[config.mk]
export PLATFORM = sky130hd
export DESIGN_NAME = hitbox_collision_detector_flat
export DESIGN_NICKNAME = d
export VERILOG_FILES = /design/src/rtl/hitbox_collision_detector_if.sv /design/src/rtl/hitbox_collision_detector.sv /design/src/flat_wrapper.sv
export SDC_FILE = /design/constraint.sdc
export NUM_CORES = 1
export LEC_CHECK = 0
export CAP_MARGIN = 20
export CORE_ASPECT_RATIO = 0.6
export CORE_MARGIN = 1.5
export CORE_UTILIZATION = 60
export CTS_BUF_LIST = sky130_fd_sc_hd__clkbuf_4
export DETAILED_ROUTE_END_ITERATION = 10
export HOLD_SLACK_MARGIN = 0.06
export PLACE_DENSITY_LB_ADDON = 0.2
export SLEW_MARGIN = 30
export SYNTH_ARGS = -nofsm -noshare
export SYNTH_HDL_FRONTEND = slang
export SYNTH_SLANG_ARGS = --single-unit
[constraint.sdc]
create_clock -name clk -period 6.95 [get_ports clk]
set_input_delay 1.0425 -clock clk [delete_from_list [all_inputs] [get_ports clk]]
set_output_delay 1.0425 -clock clk [all_outputs]
set_load 0.02 [all_outputs]
[src/rtl/hitbox_collision_detector_if.sv]
// Player-position / attack inputs and hit-registration results exchanged
// between the game logic (master) and the collision detector (slave).
interface hitbox_collision_detector_if #(
  parameter int COORD_W = 7
);
  logic               tick;
  logic [COORD_W-1:0] p1_x;
  logic [COORD_W-1:0] p1_y;
  logic [COORD_W-1:0] p2_x;
  logic [COORD_W-1:0] p2_y;
  logic               p1_attack;
  logic               p2_attack;
  logic               result_valid;
  logic               collision;
  logic               collision_rise;
  logic               p1_hit;
  logic               p2_hit;

  modport master (
    output tick, p1_x, p1_y, p2_x, p2_y, p1_attack, p2_attack,
    input  result_valid, collision, collision_rise, p1_hit, p2_hit
  );

  modport slave (
    input  tick, p1_x, p1_y, p2_x, p2_y, p1_attack, p2_attack,
    output result_valid, collision, collision_rise, p1_hit, p2_hit
  );
endinterface

[src/rtl/hitbox_collision_detector.sv]
// Three-stage player-vs-player overlap detector with per-attacker hit cooldown.
// Radial (distance-squared) or box (AABB) overlap, selected by MODE.
module hitbox_collision_detector #(
  parameter int COORD_W  = 7,
  parameter int MODE     = 0,
  parameter int RADIUS   = 15,
  parameter int BOX_X    = 12,
  parameter int BOX_Y    = 20,
  parameter int COOLDOWN = 4
) (
  input logic clk,
  input logic rst_n,
  hitbox_collision_detector_if.slave bus
);

  localparam int SUM_W = 2 * COORD_W + 1;
  localparam int CD_W  = (COOLDOWN < 1) ? 1 : $clog2(COOLDOWN + 1);
  localparam logic [SUM_W-1:0]   RAD_SQ  = SUM_W'(RADIUS * RADIUS);
  localparam logic [COORD_W-1:0] BOX_X_C = COORD_W'(BOX_X);
  localparam logic [COORD_W-1:0] BOX_Y_C = COORD_W'(BOX_Y);
  localparam logic [CD_W-1:0]    CD_LOAD = CD_W'(COOLDOWN);

  logic               s1_valid;
  logic [COORD_W-1:0] dx;
  logic [COORD_W-1:0] dy;
  logic               s1_edge1;
  logic               s1_edge2;
  logic               prev1;
  logic               prev2;
  logic [COORD_W-1:0] dx_next;
  logic [COORD_W-1:0] dy_next;

  logic               s2_valid;
  logic               s2_overlap;
  logic               s2_edge1;
  logic               s2_edge2;
  logic [SUM_W-1:0]   dx_w;
  logic [SUM_W-1:0]   dy_w;
  logic [SUM_W-1:0]   sum;
  logic               overlap_next;

  logic               result_valid_q;
  logic               collision_q;
  logic               rise_q;
  logic               hit1_q;
  logic               hit2_q;
  logic [CD_W-1:0]    cd1;
  logic [CD_W-1:0]    cd2;
  logic               hit1_next;
  logic               hit2_next;

  // Compare before subtracting so the difference never wraps modulo 2^COORD_W.
  always_comb begin
    dx_next = (bus.p1_x >= bus.p2_x) ? (bus.p1_x - bus.p2_x) : (bus.p2_x - bus.p1_x);
    dy_next = (bus.p1_y >= bus.p2_y) ? (bus.p1_y - bus.p2_y) : (bus.p2_y - bus.p1_y);
  end

  always_ff @(posedge clk or negedge rst_n) begin
    if (!rst_n) begin
      s1_valid <= 1'b0;
      dx       <= '0;
      dy       <= '0;
      s1_edge1 <= 1'b0;
      s1_edge2 <= 1'b0;
      prev1    <= 1'b0;
      prev2    <= 1'b0;
    end else begin
      s1_valid <= bus.tick;
      if (bus.tick) begin
        dx       <= dx_next;
        dy       <= dy_next;
        s1_edge1 <= bus.p1_attack & ~prev1;
        s1_edge2 <= bus.p2_attack & ~prev2;
        prev1    <= bus.p1_attack;
        prev2    <= bus.p2_attack;
      end
    end
  end

  always_comb begin
    dx_w = SUM_W'(dx);
    dy_w = SUM_W'(dy);
    sum  = dx_w * dx_w + dy_w * dy_w;
    if (MODE == 0) overlap_next = (sum < RAD_SQ);
    else           overlap_next = (dx < BOX_X_C) && (dy < BOX_Y_C);
  end

  always_ff @(posedge clk or negedge rst_n) begin
    if (!rst_n) begin
      s2_valid   <= 1'b0;
      s2_overlap <= 1'b0;
      s2_edge1   <= 1'b0;
      s2_edge2   <= 1'b0;
    end else begin
      s2_valid <= s1_valid;
      if (s1_valid) begin
        s2_overlap <= overlap_next;
        s2_edge1   <= s1_edge1;
        s2_edge2   <= s1_edge2;
      end
    end
  end

  assign hit1_next = s2_overlap & s2_edge1 & (cd1 == '0);
  assign hit2_next = s2_overlap & s2_edge2 & (cd2 == '0);

  // Cooldowns count results, not clock cycles, so they only move with s2_valid.
  always_ff @(posedge clk or negedge rst_n) begin
    if (!rst_n) begin
      result_valid_q <= 1'b0;
      collision_q    <= 1'b0;
      rise_q         <= 1'b0;
      hit1_q         <= 1'b0;
      hit2_q         <= 1'b0;
      cd1            <= '0;
      cd2            <= '0;
    end else begin
      result_valid_q <= s2_valid;
      rise_q         <= s2_valid & s2_overlap & ~collision_q;
      hit1_q         <= s2_valid & hit1_next;
      hit2_q         <= s2_valid & hit2_next;
      if (s2_valid) begin
        collision_q <= s2_overlap;
        if (hit1_next)        cd1 <= CD_LOAD;
        else if (cd1 != '0)   cd1 <= cd1 - CD_W'(1);
        if (hit2_next)        cd2 <= CD_LOAD;
        else if (cd2 != '0)   cd2 <= cd2 - CD_W'(1);
      end
    end
  end

  assign bus.result_valid   = result_valid_q;
  assign bus.collision      = collision_q;
  assign bus.collision_rise = rise_q;
  assign bus.p1_hit         = hit1_q;
  assign bus.p2_hit         = hit2_q;

endmodule
[src/flat_wrapper.sv]
// flat-port wrapper written by rule: the top's interface ports become plain ports
module hitbox_collision_detector_flat 
#(
  parameter int COORD_W  = 7,
  parameter int MODE     = 0,
  parameter int RADIUS   = 15,
  parameter int BOX_X    = 12,
  parameter int BOX_Y    = 20,
  parameter int COOLDOWN = 4
)
  (clk, rst_n, bus_tick, bus_p1_x, bus_p1_y, bus_p2_x, bus_p2_y, bus_p1_attack, bus_p2_attack, bus_result_valid, bus_collision, bus_collision_rise, bus_p1_hit, bus_p2_hit);
  hitbox_collision_detector_if #(.COORD_W(COORD_W)) bus_i ();
  input logic clk;
  input logic rst_n;
  input wire logic [$bits(bus_i.tick)-1:0] bus_tick;
  input wire logic [$bits(bus_i.p1_x)-1:0] bus_p1_x;
  input wire logic [$bits(bus_i.p1_y)-1:0] bus_p1_y;
  input wire logic [$bits(bus_i.p2_x)-1:0] bus_p2_x;
  input wire logic [$bits(bus_i.p2_y)-1:0] bus_p2_y;
  input wire logic [$bits(bus_i.p1_attack)-1:0] bus_p1_attack;
  input wire logic [$bits(bus_i.p2_attack)-1:0] bus_p2_attack;
  output wire logic [$bits(bus_i.result_valid)-1:0] bus_result_valid;
  output wire logic [$bits(bus_i.collision)-1:0] bus_collision;
  output wire logic [$bits(bus_i.collision_rise)-1:0] bus_collision_rise;
  output wire logic [$bits(bus_i.p1_hit)-1:0] bus_p1_hit;
  output wire logic [$bits(bus_i.p2_hit)-1:0] bus_p2_hit;
  assign bus_i.tick = bus_tick;
  assign bus_i.p1_x = bus_p1_x;
  assign bus_i.p1_y = bus_p1_y;
  assign bus_i.p2_x = bus_p2_x;
  assign bus_i.p2_y = bus_p2_y;
  assign bus_i.p1_attack = bus_p1_attack;
  assign bus_i.p2_attack = bus_p2_attack;
  assign bus_result_valid = bus_i.result_valid;
  assign bus_collision = bus_i.collision;
  assign bus_collision_rise = bus_i.collision_rise;
  assign bus_p1_hit = bus_i.p1_hit;
  assign bus_p2_hit = bus_i.p2_hit;
  hitbox_collision_detector #(.COORD_W(COORD_W), .MODE(MODE), .RADIUS(RADIUS), .BOX_X(BOX_X), .BOX_Y(BOX_Y), .COOLDOWN(COOLDOWN)) u_core (.clk(clk), .rst_n(rst_n), .bus(bus_i));
endmodule
# Word-level counts from Yosys, hierarchy flattened
# Index checks and enable logic that the tools add are counted.
# word_totals
elab_cells	57
regBits	34
# classes
add_sub_neg	7
muxes	6
n_mul	2
n_bitwise	13
n_reduce_logical	8
magnitude_cmp	3
# op_table
operator	count
$mul A7 B7 Y14	2
$sub A7 B7 Y7	4
$add A14 B14 Y15	1
$lt A15 B8 Y1 const B	1
$ge A7 B7 Y1	2
$mux W7	2
$mux W3	4
$and A1 B1 Y1	10
$logic_not A3 Y1	2
$reduce_bool A3 Y1	2
$sub A3 B1 Y3 const B	2
$reduce_and A2 Y1	2
$reduce_bool A2 Y1	2
$not A1 Y1	3

# Depth between registers and ports, before layout
# Gate-level depths: netlist of the first run.
# depth
ltp_word	4
mapped_depth	23
depth_no_buf	22

# Least setup slack after synthesis of the first run
# Ideal clock, no wire load.
# synth_path
path_kind	flip-flop to flip-flop
start	register u_core.dy[5]
end	register u_core.s2_overlap
period_less_slack_ns	5.852
t_arrival_ns	5.741
required_ns	6.840
stages_incl_launch_ff	24
path_slack_ns	1.098
path_cell_list	dfrtp_1 > clkbuf_1 > nand2_1 > xor2_1 > ha_1 > inv_1 > fa_1 > inv_1 > fa_1 > inv_1 > fa_1 > inv_1 > fa_1 > inv_1 > fa_1 > inv_1 > ha_1 > and3_1 > a221oi_2 > nor2b_2 > mux2_4 > a211oi_2 > a31oi_1 > o41ai_1
# synth_via
elab_chain_cells	3
# synth_lines
element	line_no	text
start: declaration	hitbox_collision_detector.sv:25	logic [COORD_W-1:0] dy;
start signal: assignment	hitbox_collision_detector.sv:71	dy <= dy_next;
$mul A7 B7 Y14	hitbox_collision_detector.sv:83	sum = dx_w * dx_w + dy_w * dy_w;
$add A14 B14 Y15	hitbox_collision_detector.sv:83	
$lt A15 B8 Y1	hitbox_collision_detector.sv:84	if (MODE == 0) overlap_next = (sum < RAD_SQ);
end signal: assignment	hitbox_collision_detector.sv:97	s2_overlap <= overlap_next;
end: declaration	hitbox_collision_detector.sv:34	logic s2_overlap;
# No other way between the ends.
# A chain may end at the register's enable or synchronous reset.

# Final worst setup path of the first run
# layout_path
start	register u_core.dy[0]
end	register u_core.s2_overlap
# The elaborated chain is that of the path after synthesis.

==> flow_summary_export.csv, run 1 <==
group,metric,value,unit
timing,slew_viol_final,0,
synth,synth_area,0.00524,mm^2
min_path,hp-class,"flop to flop",
drt,drtAntennaViolNets,0,
synth,syn_avg_cell_area,8.95,um^2
global_routing,grt.total_usage,24.8,%
drt,vias_per_cell,5.57,
cells_and_area,nNetsFinal,786,
critical_path,worstSetupPathType,"flop to flop",
synth,yosysTopAreaCell,"fa_1",
place,place.port_buffers,37,
drt,wirelength,10900,um
clock_network,postCtsResizedCells,0,
critical_path,arrival,6.43,ns
place,hpwl,9220,um
place,gp_congestion,0.932,
synth,synth-edff-count,0,
clock_network,cts-root-buf,"clkbuf_4",
cells_and_area,n_antenna_cell,0,
floorplanning,dieWidth,124,um
clock_network,post-cts-setup-buffers,0,
global_routing,grt_pass1_vias,3867,
clock_network,clock_sinks,34,
synth,dominantRegCellSynth,"dfrtp_1",
clock_network,cts_buffers,5,
timing,min_period,6.19,ns
synth,synth_top_area_share,20.3,%
timing,rsz0062_at_grt,"false",
floorplanning,die_height,75.4,um
timing,relSlewSlack,63.3,%
global_routing,antenna_found_initial,0,
clock_network,clk_latency,0.35,ns
floorplanning,dieArea,0.00932,mm^2
cells_and_area,synthToLayoutAreaGrowth,11.2,%
synth,ys_seq_elements,34,
floorplanning,io-pin-count,38,
clock_network,holdBufCountCts,0,
timing,finalSetupTns,0,ns
critical_path,startpoint,"u_core.dy[0]$_DFFE_PN0P_",
critical_path,required,7.19,ns
timing,hold_viol,0,
floorplanning,initial_core_util,61.7,%
drt,wl_per_cell,14.9,um
global_routing,overflow,0,
timing,post-route-period-util,89.1,%
synth,syn_inst,585,
global_routing,grt_pass1_wl,18000,um
drt,drcViolationCount,0,
synth,synth_seq_area_share,16.2,%
critical_path,r2r_start,"u_core.dy[0]$_DFFE_PN0P_",
timing,fmax,162,MHz
clock_network,clk_pin_slew_worst_paths,0.12,ns
critical_path,critPathLaunchType,"flop",
timing,skew,0.00475,ns
flow_run,cap_violations,0,
drt,drtIter0Drc,200,
floorplanning,std_cell_rows,26,
clock_network,cts.path.max_buffers,2,
clock_network,cts_tree,"yes",
global_routing,grt_max_degree,41,
timing,tightest_slew,0.551,ns
synth,synth_most_common_cell,"inv_1",
critical_path,path_max_fanout,13,
clock_network,cts_htree_levels,2,
synth,synth_nets,752,
drt,vias,4078,
synth,ys_warn_count,0,
floorplanning,fp.coreArea,0.00849,mm^2
critical_path,cp-end-kind,"flop",
status,status,"complete, no violations",
drt,firstDrtPassIters,4,
synth,synth_cell_types,58,
min_path,min_from,"u_core.bus.collision$_DFFE_PN0P_",
synth,synthTopCellsByCount,"118 x inv_1, 81 x ha_1, 53 x fa_1",
synth,synth.area.top_cells,"fa_1 20%, ha_1 19%, dfrtp_1 16%",
timing,setup_viol,0,
synth,async_reset_ff_share,100,%
cells_and_area,drive_gt1_share,4.03,%
==> metal layers <==
layer  share of wire [%]  wire length, um  global-route usage (%)
met2                  43             4710                    38.6
met5                   0                0                       0
met1                  52             5640                    38.3
met3                 4.7              514                    2.25
met4                0.64               70                    5.11
==> area by class of cell <==
class | count | area, um^2
Fill cell | 669 | 2670
Clock inverter | 3 | 68.8
Inverter | 118 | 443
Multi-Input combinational cell | 421 | 3900
Tap cell | 112 | 140
Sequential cell | 34 | 851
Timing Repair Buffer | 39 | 385
Clock buffer | 5 | 37.5
==> sequential cells by signal (all words and copies together), names as in the netlist, 3 cells and up <==
signal and cells:
u_core.dx 7, u_core.cd1 3, u_core.dy 7, u_core.cd2 3
==> through the flow <==
step / setup slack, ns / std cells / hold slack (ns) / area [um^2] / util [%]
2_1_floorplan: 1.10 / 585 / 0.366 / 5240 / -
3_3_place_gp: 0.972 / 724 / 0.441 / 5720 / 67.3
3_5_place_dp: 0.773 / 724 / 0.451 / 5720 / 67.3
4_1_cts: 0.706 / 732 / 0.461 / 5820 / 68.6
5_1_grt: 0.323 / 732 / 0.498 / 5820 / 68.6
6_report: 0.760 / 732 / 0.462 / 5820 / 68.6
==> cell families (layout without fill, tap and decap cells) <==
family | after synthesis | after routing | synth area share [%]
flops | 34 | 34 | 16.2
compound gates | 114 | 114 | 14.5
simple gates | 141 | 141 | 14.4
fa+ha+maj | 134 | 134 | 39.6
xor+xnor | 19 | 19 | 3.18
mux | 13 | 13 | 2.72
buf+inv | 130 | 165 | 9.34
==> critical path: stages (launching register included) <==
cell and delay [ns]:
dfrtp_1 0.58, nand2_1 0.19, xor2_1 0.20, ha_1 0.27, inv_1 0.05, fa_1 0.52
inv_1 0.05, fa_1 0.53, inv_1 0.05, fa_1 0.52, inv_1 0.05, fa_1 0.53
inv_1 0.05, fa_1 0.50, inv_1 0.04, ha_1 0.38, and3_1 0.21, a221oi_2 0.31
nor2b_2 0.10, mux2_4 0.31, a211oi_2 0.17, a31oi_1 0.06, o41ai_1 0.39
==> layout by cell type, fill, tap and decap left out, types with 3 or more instances in the layout <==
| cell | count |
|---|---|
| inv_1 | 118 |
| ha_1 | 81 |
| fa_1 | 53 |
| clkdlybuf4s50_1 | 37 |
| dfrtp_1 | 34 |
| nand2_1 | 33 |
| o21ai_0 | 28 |
| a21oi_1 | 25 |
| and2_1 | 23 |
| nor2_1 | 22 |
| nor2b_1 | 14 |
| nand2b_1 | 12 |
| xnor2_1 | 12 |
| a21o_1 | 10 |
| nand3_1 | 9 |
| xor2_1 | 7 |
| mux2i_1 | 6 |
| o211ai_1 | 6 |
| mux2_2 | 6 |
| a31oi_1 | 5 |
| nand3b_1 | 5 |
| o21a_1 | 5 |
| clkbuf_4 | 5 |
| nor3_1 | 4 |
| nand4_1 | 4 |
| o211a_1 | 4 |
| o311ai_0 | 4 |
| and3_1 | 3 |
| a21boi_0 | 3 |
| o21ai_1 | 3 |
| a221oi_1 | 3 |
==> worst paths after layout <==
check	cells after the start	slack [ns]	to
setup / recovery	22	0.76	u_core.s2_overlap$_DFFE_PN0P_
hold / removal	1	0.46	u_core.bus.collision_rise$_DFF_PN0_
setup reg to reg	22	0.76	u_core.s2_overlap$_DFFE_PN0P_
hold reg to reg	1	0.46	u_core.bus.collision_rise$_DFF_PN0_
max in group asynchronous	2	5.55	u_core.dx[2]$_DFFE_PN0P_
min in group asynchronous	2	1.08	u_core.cd2[1]$_DFFE_PN0P_
Power of run 1 is left out: the tool's default activity adds up to more than one toggle a clock period on the data nets, which glitch-free logic cannot reach.
==> run 2: changes to the inputs <==
ABC_CLOCK_PERIOD_IN_PS = 6950   (was unset)
SKIP_CTS_REPAIR_TIMING = 1   (was unset)
==> results of run 2 <==
Final layout, timing and power as in run 1 (identical DEF).
Power of run 2 is left out for the same reason.
==> run 3: changes to the inputs <==
CAP_MARGIN = 40   (was 20)
==> results of run 3 <==
Final layout, timing and power as in run 1 (identical DEF).
Power of run 3 is left out for the same reason.
